[src/rtl/ysyx_23060303_wbu.sv]
// Writeback unit: formats load data, buffers up to two completed results, drives the
// register-file write port, and tracks per-register pending writes with forwarding.
module ysyx_23060303_wbu #(
  parameter int ADDR_WIDTH = 5,
  parameter int DATA_WIDTH = 32
) (
  input  logic                  clk,
  input  logic                  rst_n,
  input  logic                  iss_valid,
  input  logic [ADDR_WIDTH-1:0] iss_rd,
  output logic                  iss_ready,
  input  logic [ADDR_WIDTH-1:0] chk_rs1,
  input  logic [ADDR_WIDTH-1:0] chk_rs2,
  output logic                  rs1_busy,
  output logic                  rs2_busy,
  output logic                  fwd_rs1_hit,
  output logic                  fwd_rs2_hit,
  output logic [DATA_WIDTH-1:0] fwd_rs1_data,
  output logic [DATA_WIDTH-1:0] fwd_rs2_data,
  input  logic                  in_valid,
  output logic                  in_ready,
  input  logic [ADDR_WIDTH-1:0] in_rd,
  input  logic [DATA_WIDTH-1:0] in_result,
  input  logic                  in_is_load,
  input  logic [2:0]            in_ld_funct3,
  input  logic [1:0]            in_ld_addr_lo,
  input  logic [DATA_WIDTH-1:0] in_rdata,
  input  logic                  rf_gnt,
  output logic                  wen,
  output logic [ADDR_WIDTH-1:0] waddr,
  output logic [DATA_WIDTH-1:0] wdata
);

  localparam int NREG = 1 << ADDR_WIDTH;

  // Aligns the addressed byte/half to bit 0, then sign- or zero-extends by load type.
  function automatic logic [DATA_WIDTH-1:0] fmt_load(
    input logic [2:0]            funct3,
    input logic [1:0]            lo,
    input logic [DATA_WIDTH-1:0] raw
  );
    logic [DATA_WIDTH-1:0] sh;
    sh = raw >> {lo, 3'b000};
    case (funct3)
      3'b000:  fmt_load = {{(DATA_WIDTH-8){sh[7]}}, sh[7:0]};
      3'b001:  fmt_load = {{(DATA_WIDTH-16){sh[15]}}, sh[15:0]};
      3'b010:  fmt_load = sh;
      3'b100:  fmt_load = {{(DATA_WIDTH-8){1'b0}}, sh[7:0]};
      3'b101:  fmt_load = {{(DATA_WIDTH-16){1'b0}}, sh[15:0]};
      default: fmt_load = raw;
    endcase
  endfunction

  // Two-entry FIFO: head_r points at the oldest entry, cnt_r is occupancy.
  logic [ADDR_WIDTH-1:0] ent_rd_r   [2];
  logic [DATA_WIDTH-1:0] ent_data_r [2];
  logic                  head_r;
  logic [1:0]            cnt_r;
  logic [1:0]            pend_r     [NREG];

  logic                  head_valid_s;
  logic                  wr_idx_s;
  logic                  enq_s;
  logic                  pop_s;
  logic                  iss_inc_s;
  logic [DATA_WIDTH-1:0] in_data_s;

  // Handshake, enqueue/pop qualifiers and formatted write data.
  always_comb begin
    head_valid_s = (cnt_r != 2'd0);
    in_ready     = (cnt_r != 2'd2);
    wr_idx_s     = head_r ^ cnt_r[0];
    enq_s        = in_valid & in_ready & (in_rd != {ADDR_WIDTH{1'b0}});
    pop_s        = head_valid_s & rf_gnt;
    iss_inc_s    = iss_valid & iss_ready & (iss_rd != {ADDR_WIDTH{1'b0}});
    if (in_is_load) begin
      in_data_s = fmt_load(in_ld_funct3, in_ld_addr_lo, in_rdata);
    end else begin
      in_data_s = in_result;
    end
  end

  // Write port is driven only from buffered state and the grant.
  always_comb begin
    wen = pop_s;
    if (head_valid_s) begin
      waddr = ent_rd_r[head_r];
      wdata = ent_data_r[head_r];
    end else begin
      waddr = {ADDR_WIDTH{1'b0}};
      wdata = {DATA_WIDTH{1'b0}};
    end
  end

  // FIFO storage, head pointer and occupancy.
  always_ff @(posedge clk or negedge rst_n) begin
    if (!rst_n) begin
      for (int i = 0; i < 2; i++) begin
        ent_rd_r[i]   <= {ADDR_WIDTH{1'b0}};
        ent_data_r[i] <= {DATA_WIDTH{1'b0}};
      end
      head_r <= 1'b0;
      cnt_r  <= 2'd0;
    end else begin
      if (enq_s) begin
        ent_rd_r[wr_idx_s]   <= in_rd;
        ent_data_r[wr_idx_s] <= in_data_s;
      end
      if (pop_s) begin
        head_r <= ~head_r;
      end
      case ({enq_s, pop_s})
        2'b10:   cnt_r <= cnt_r + 2'd1;
        2'b01:   cnt_r <= cnt_r - 2'd1;
        default: cnt_r <= cnt_r;
      endcase
    end
  end

  // Pending-write scoreboard; x0 never counts, decrement saturates at zero.
  always_ff @(posedge clk or negedge rst_n) begin
    if (!rst_n) begin
      for (int i = 0; i < NREG; i++) begin
        pend_r[i] <= 2'd0;
      end
    end else begin
      pend_r[0] <= 2'd0;
      for (int i = 1; i < NREG; i++) begin
        if (iss_inc_s && (iss_rd == i[ADDR_WIDTH-1:0]) &&
            !(pop_s && (waddr == i[ADDR_WIDTH-1:0]))) begin
          pend_r[i] <= pend_r[i] + 2'd1;
        end else if (pop_s && (waddr == i[ADDR_WIDTH-1:0]) &&
                     !(iss_inc_s && (iss_rd == i[ADDR_WIDTH-1:0])) &&
                     (pend_r[i] != 2'd0)) begin
          pend_r[i] <= pend_r[i] - 2'd1;
        end else begin
          pend_r[i] <= pend_r[i];
        end
      end
    end
  end

  // Looks up a source index in the buffer; the younger (tail) entry wins.
  function automatic logic [DATA_WIDTH:0] fwd_lookup(
    input logic [ADDR_WIDTH-1:0] rs,
    input logic [1:0]            cnt,
    input logic [ADDR_WIDTH-1:0] rd_old,
    input logic [DATA_WIDTH-1:0] d_old,
    input logic [ADDR_WIDTH-1:0] rd_young,
    input logic [DATA_WIDTH-1:0] d_young
  );
    if (rs == {ADDR_WIDTH{1'b0}}) begin
      fwd_lookup = {1'b0, {DATA_WIDTH{1'b0}}};
    end else if ((cnt == 2'd2) && (rd_young == rs)) begin
      fwd_lookup = {1'b1, d_young};
    end else if ((cnt != 2'd0) && (rd_old == rs)) begin
      fwd_lookup = {1'b1, d_old};
    end else begin
      fwd_lookup = {1'b0, {DATA_WIDTH{1'b0}}};
    end
  endfunction

  // Operand forwarding, busy flags and issue back-pressure.
  always_comb begin
    {fwd_rs1_hit, fwd_rs1_data} = fwd_lookup(chk_rs1, cnt_r,
                                             ent_rd_r[head_r], ent_data_r[head_r],
                                             ent_rd_r[~head_r], ent_data_r[~head_r]);
    {fwd_rs2_hit, fwd_rs2_data} = fwd_lookup(chk_rs2, cnt_r,
                                             ent_rd_r[head_r], ent_data_r[head_r],
                                             ent_rd_r[~head_r], ent_data_r[~head_r]);
    rs1_busy  = (pend_r[chk_rs1] != 2'd0) & ~fwd_rs1_hit;
    rs2_busy  = (pend_r[chk_rs2] != 2'd0) & ~fwd_rs2_hit;
    iss_ready = (iss_rd == {ADDR_WIDTH{1'b0}}) | (pend_r[iss_rd] != 2'd3);
  end

endmodule

[config.mk]
export PLATFORM = sky130hd
export DESIGN_NAME = ysyx_23060303_wbu
export DESIGN_NICKNAME = d
export VERILOG_FILES = /design/src/rtl/ysyx_23060303_wbu.sv
export SDC_FILE = /design/constraint.sdc
export NUM_CORES = 1
export LEC_CHECK = 0
export ABC_CLOCK_PERIOD_IN_PS = 5600
export CAP_MARGIN = 20
export CELL_PAD_IN_SITES_DETAIL_PLACEMENT = 2
export CELL_PAD_IN_SITES_GLOBAL_PLACEMENT = 2
export CORE_MARGIN = 10
export CORE_UTILIZATION = 32
export DETAILED_ROUTE_END_ITERATION = 10
export MAX_ROUTING_LAYER = met4
export PLACE_DENSITY_LB_ADDON = 0.1
export SKIP_CTS_REPAIR_TIMING = 1
export SYNTH_ARGS = -nofsm -noshare
export SYNTH_HDL_FRONTEND = slang
export SYNTH_SLANG_ARGS = --single-unit
[constraint.sdc]
create_clock -name clk -period 5.6 [get_ports clk]
set_input_delay 1.68 -clock clk [delete_from_list [all_inputs] [get_ports clk]]
set_output_delay 1.68 -clock clk [all_outputs]
set_load 0.03 [all_outputs]
==> impl_metrics.env <==
export IMPL_initial_core_util=0.3233
export IMPL_crit_chain="clkdlybuf4s50_1, buf_12, buf_4, mux2i_1, a22oi_1, and4_1, o21a_1, a31oi_1, buf_12"
export IMPL_synth_largest_area_cell="dfrtp_1"
export IMPL_grt_usage=0.2358
export IMPL_synth_xor_xnor_area_share=0.03979
export IMPL_cts_sink_count=139
export IMPL_cts_tree="done"
export IMPL_fmaxAchievable_ghz=0.1820
export IMPL_cts_path_max_buffers=2
export IMPL_cp_max_fo=17
export IMPL_post_dp_hpwl_um=36390
export IMPL_drt_total_wl_um=48990
export IMPL_status="finished, final reports clean"
export IMPL_cts_htree_levels=4
export IMPL_cpPeakStageDelay_ns=0.51
export IMPL_synth_edf_count=0
export IMPL_crit_top_cell="buf_12"
export IMPL_finalHoldViolCount=0
export IMPL_synth_top_family_by_area="compound AO/OA/AOI/OAI gates"
export IMPL_crit_family="buffers and inverters"
export IMPL_holdPathEnd="ent_rd_r[9]"
export IMPL_worstPathRequired_ns=3.92
export IMPL_setup_tns_ns=0
export IMPL_max_slew_worst_pin_slew_ns=0.9419
export IMPL_drv_slew=0
export IMPL_yosys_warnings=0
export IMPL_grt_pass1_wl_um=74090
export IMPL_crit_arrival_ns=3.81
export IMPL_path_class="in2out"
export IMPL_syn_avg_cell_area_um2=8.393
export IMPL_grt_max_degree=73
export IMPL_final_net_count=1577
export IMPL_avgViaCountPerCell=5.631
export IMPL_place_gp_congestion=0.8686
export IMPL_final_antenna_net_count=0
export IMPL_rr_worst_depth=7
export IMPL_cts_root_buffer="clkbuf_16"
export IMPL_io_pins=203
export IMPL_reg2reg_from="head_r"
export IMPL_crit_slowest_cell="clkdlybuf4s50_1"
export IMPL_port_buffers=202
export IMPL_core_area_um2=33360
export IMPL_syn_cell_area_um2=10790
export IMPL_first_pass_iters=5
export IMPL_antenna_found_initial=11
export IMPL_synthMuxAreaShare=0.1845
export IMPL_start_kind="primary input"
export IMPL_async_flop_share=1.000
export IMPL_die_area_um2=41450
export IMPL_yosysTopAreaCellShare=0.3225
export IMPL_area_growth_pct=32.54
export IMPL_fin_crit_sh=0.9809
export IMPL_finClkSkew_ns=0.01249
export IMPL_clock_latency_ns=0.45
export IMPL_setup_viol=0
export IMPL_worst_path_buf_inv=4
export IMPL_hold_path_startpoint="ent_rd_r[9]"
export IMPL_grt_pass1_vias=12140
export IMPL_hold_class="reg2reg"
export IMPL_synth_fa_ha_area_frac=0.001160
export IMPL_max_vdd_ir_drop_v=0.0002305
export IMPL_grt_overflow=0
export IMPL_reg2reg_to="ent_data_r[61]"
export IMPL_period_minus_slack_ns=5.493
export IMPL_rsz0062_at_grt="no"
export IMPL_detail_route_wl_per_cell_um=25.08
export IMPL_fin_util=0.4284
export IMPL_whs_ns=0.5313
export IMPL_cp_end_kind="primary output"
export IMPL_cts_buffers=17
export IMPL_path_clk_slew_ns=0.07
export IMPL_die_y_um=203.6
export IMPL_stdcell_area_um2=14300
export IMPL_drc=0
export IMPL_relSlewSlack=0.3721
export IMPL_synth_main_ff_cell="dfrtp_1"
export IMPL_leakagePower_uw=0.006261
export IMPL_final_layout_size_suffix_gt1_frac=0.1606
export IMPL_placed_area_um2=13510
export IMPL_regToRegSetupSlack_ns=2.71
export IMPL_synth_seq_cells=139
export IMPL_drv_cap=0
export IMPL_min_path_cells=2
export IMPL_synth_compound_area_frac=0.2090
export IMPL_synth_simple_area_share=0.2003
export IMPL_power_density_nw_per_um2=504.2
export IMPL_fillers=3782
export IMPL_synth_cells=1285
export IMPL_die_w_um=203.6
export IMPL_placedCellCount=1903
export IMPL_vias=11000
export IMPL_drt_iter0_drc=519
export IMPL_synth_fp_nets=1381
export IMPL_finalNonFillerCells=1953
export IMPL_num_rows=67
export IMPL_ys_seq_area_frac=0.3225
export IMPL_ys_types=68
export IMPL_synth_area_leaders="dfrtp_1 32%, mux2i_1 12%, nor2_1 7.7%"
==> worst max path at each step <==
| stage | from | to | slack [ns] | cells past startpoint |
|---|---|---|---|---|
| 2_1_floorplan | chk_rs2[2] | fwd_rs2_data[10] | 0.32 | 8 |
| 3_3_place_gp | chk_rs1[0] | fwd_rs1_data[11] | 0.04 | 10 |
| 3_5_place_dp | chk_rs2[0] | fwd_rs2_data[22] | 0.01 | 9 |
| 4_1_cts | chk_rs2[2] | fwd_rs2_data[22] | 0.005 | 9 |
| 5_1_grt | iss_rd[0] | iss_ready | 0.04 | 8 |
| 6_report | iss_rd[1] | iss_ready | 0.11 | 9 |
==> area by class of cell <==
class | count | area, um2 | share of cell area
multi-input combinational | 1041 | 6935 | 0.4852
tap | 448 | 560.5 | 0.03921
antenna | 11 | 27.53 | 0.001926
clock buffer | 17 | 425.4 | 0.02976
sequential | 139 | 3482 | 0.2436
clock inverter | 15 | 182.7 | 0.01278
timing repair buffer | 260 | 2599 | 0.1818
inverter | 22 | 82.58 | 0.005777
==> registers in the layout, indices dropped and copies added (netlist names) <==
| name | cells |
|---|---|
| ent_rd_r | 10 |
| head_r | 1 |
| pend_r | 62 |
| cnt_r | 2 |
| ent_data_r | 64 |
==> layer usage <==
layer  routed length, um  part of all wire  vias up  GRT usage
met5                   0                 0        -          -
met4                1078             0.022        0    0.05675
met3                2361             0.048       58    0.05521
met2               25480              0.52      249     0.4183
met1               20070              0.41     5626     0.2620
li1                    -                 -     5065          -
==> kinds of logic (layout without fill, tap and decap cells) <==
group                      Yosys count  after routing
and+or+nand+nor                    482            482
xor gates and xnor gates            49             49
AOI/OAI and AO/OA                  331            331
buffers and inverters              105            314
DFF                                139            139
other                                0             11
muxes                              178            178
adders and majority gates            1              1
==> cells in the mapped netlist (7+ instances only) <==
| library cell | number |
|---|---|
| nor2_1 | 221 |
| o21ai_0 | 84 |
| clkbuf_1 | 48 |
| xnor2_1 | 38 |
| nor3_1 | 28 |
| mux2_2 | 32 |
| buf_1 | 9 |
| a21boi_1 | 8 |
| buf_2 | 17 |
| mux2i_1 | 132 |
| a22oi_1 | 28 |
| o22a_1 | 17 |
| xor2_1 | 11 |
| nand4_1 | 9 |
| inv_1 | 20 |
| a21boi_0 | 8 |
| a211oi_1 | 29 |
| o211a_1 | 7 |
| nor4_1 | 8 |
| nand2_1 | 123 |
| nand3_1 | 27 |
| and3_1 | 8 |
| o2bb2ai_1 | 9 |
| o221ai_1 | 16 |
| o21a_1 | 11 |
| o211ai_1 | 10 |
| dfrtp_1 | 139 |
| nand2b_1 | 9 |
| mux4_2 | 13 |
| o311a_1 | 9 |
| nor2b_1 | 10 |
| a21oi_1 | 63 |
==> worst register-to-register path: stages, from the launching register on <==
cell and delay, ns:
dfrtp_4 0.61, buf_4 0.63, nand2_1 0.12, o21ai_0 0.13, nand2b_2 0.09, inv_1 0.49
nand2_1 0.41, o221ai_1 0.31
==> per-stage QoR <==
stage | power, uW | setup slack (ns)
after floorplan | 4248 | 0.3168
after global placement | 5745 | 0.04002
after detailed placement | 5879 | 0.01119
after CTS | 7133 | 0.004595
after global routing | 7658 | 0.04374
final | 7207 | 0.1068
==> report_power, final <==
part           internal, uW  switching, uW  leakage, uW
combinational          1690           2330      0.00427
sequential             1390            576      0.00171
clock                   674            547     0.000287
==> placed cells by master (no fill, tap or decap), types with 11 or more instances in the layout <==
| master | instances |
|---|---|
| o221ai_1 | 16 |
| nand2_1 | 123 |
| nor2_1 | 220 |
| dfrtp_1 | 138 |
| nor3_1 | 28 |
| inv_1 | 20 |
| buf_4 | 105 |
| a21oi_1 | 63 |
| o21ai_0 | 84 |
| mux2i_1 | 130 |
| nand3_1 | 26 |
| clkbuf_16 | 19 |
| clkdlybuf4s50_1 | 124 |
| buf_12 | 19 |
| a211oi_1 | 29 |
| xnor2_1 | 38 |
| mux2_2 | 32 |
| o22a_1 | 17 |
| mux4_2 | 13 |
| a22oi_1 | 28 |
| o21a_1 | 11 |
| diode_2 | 11 |
Note: power is estimated with default switching activity, not from simulation.
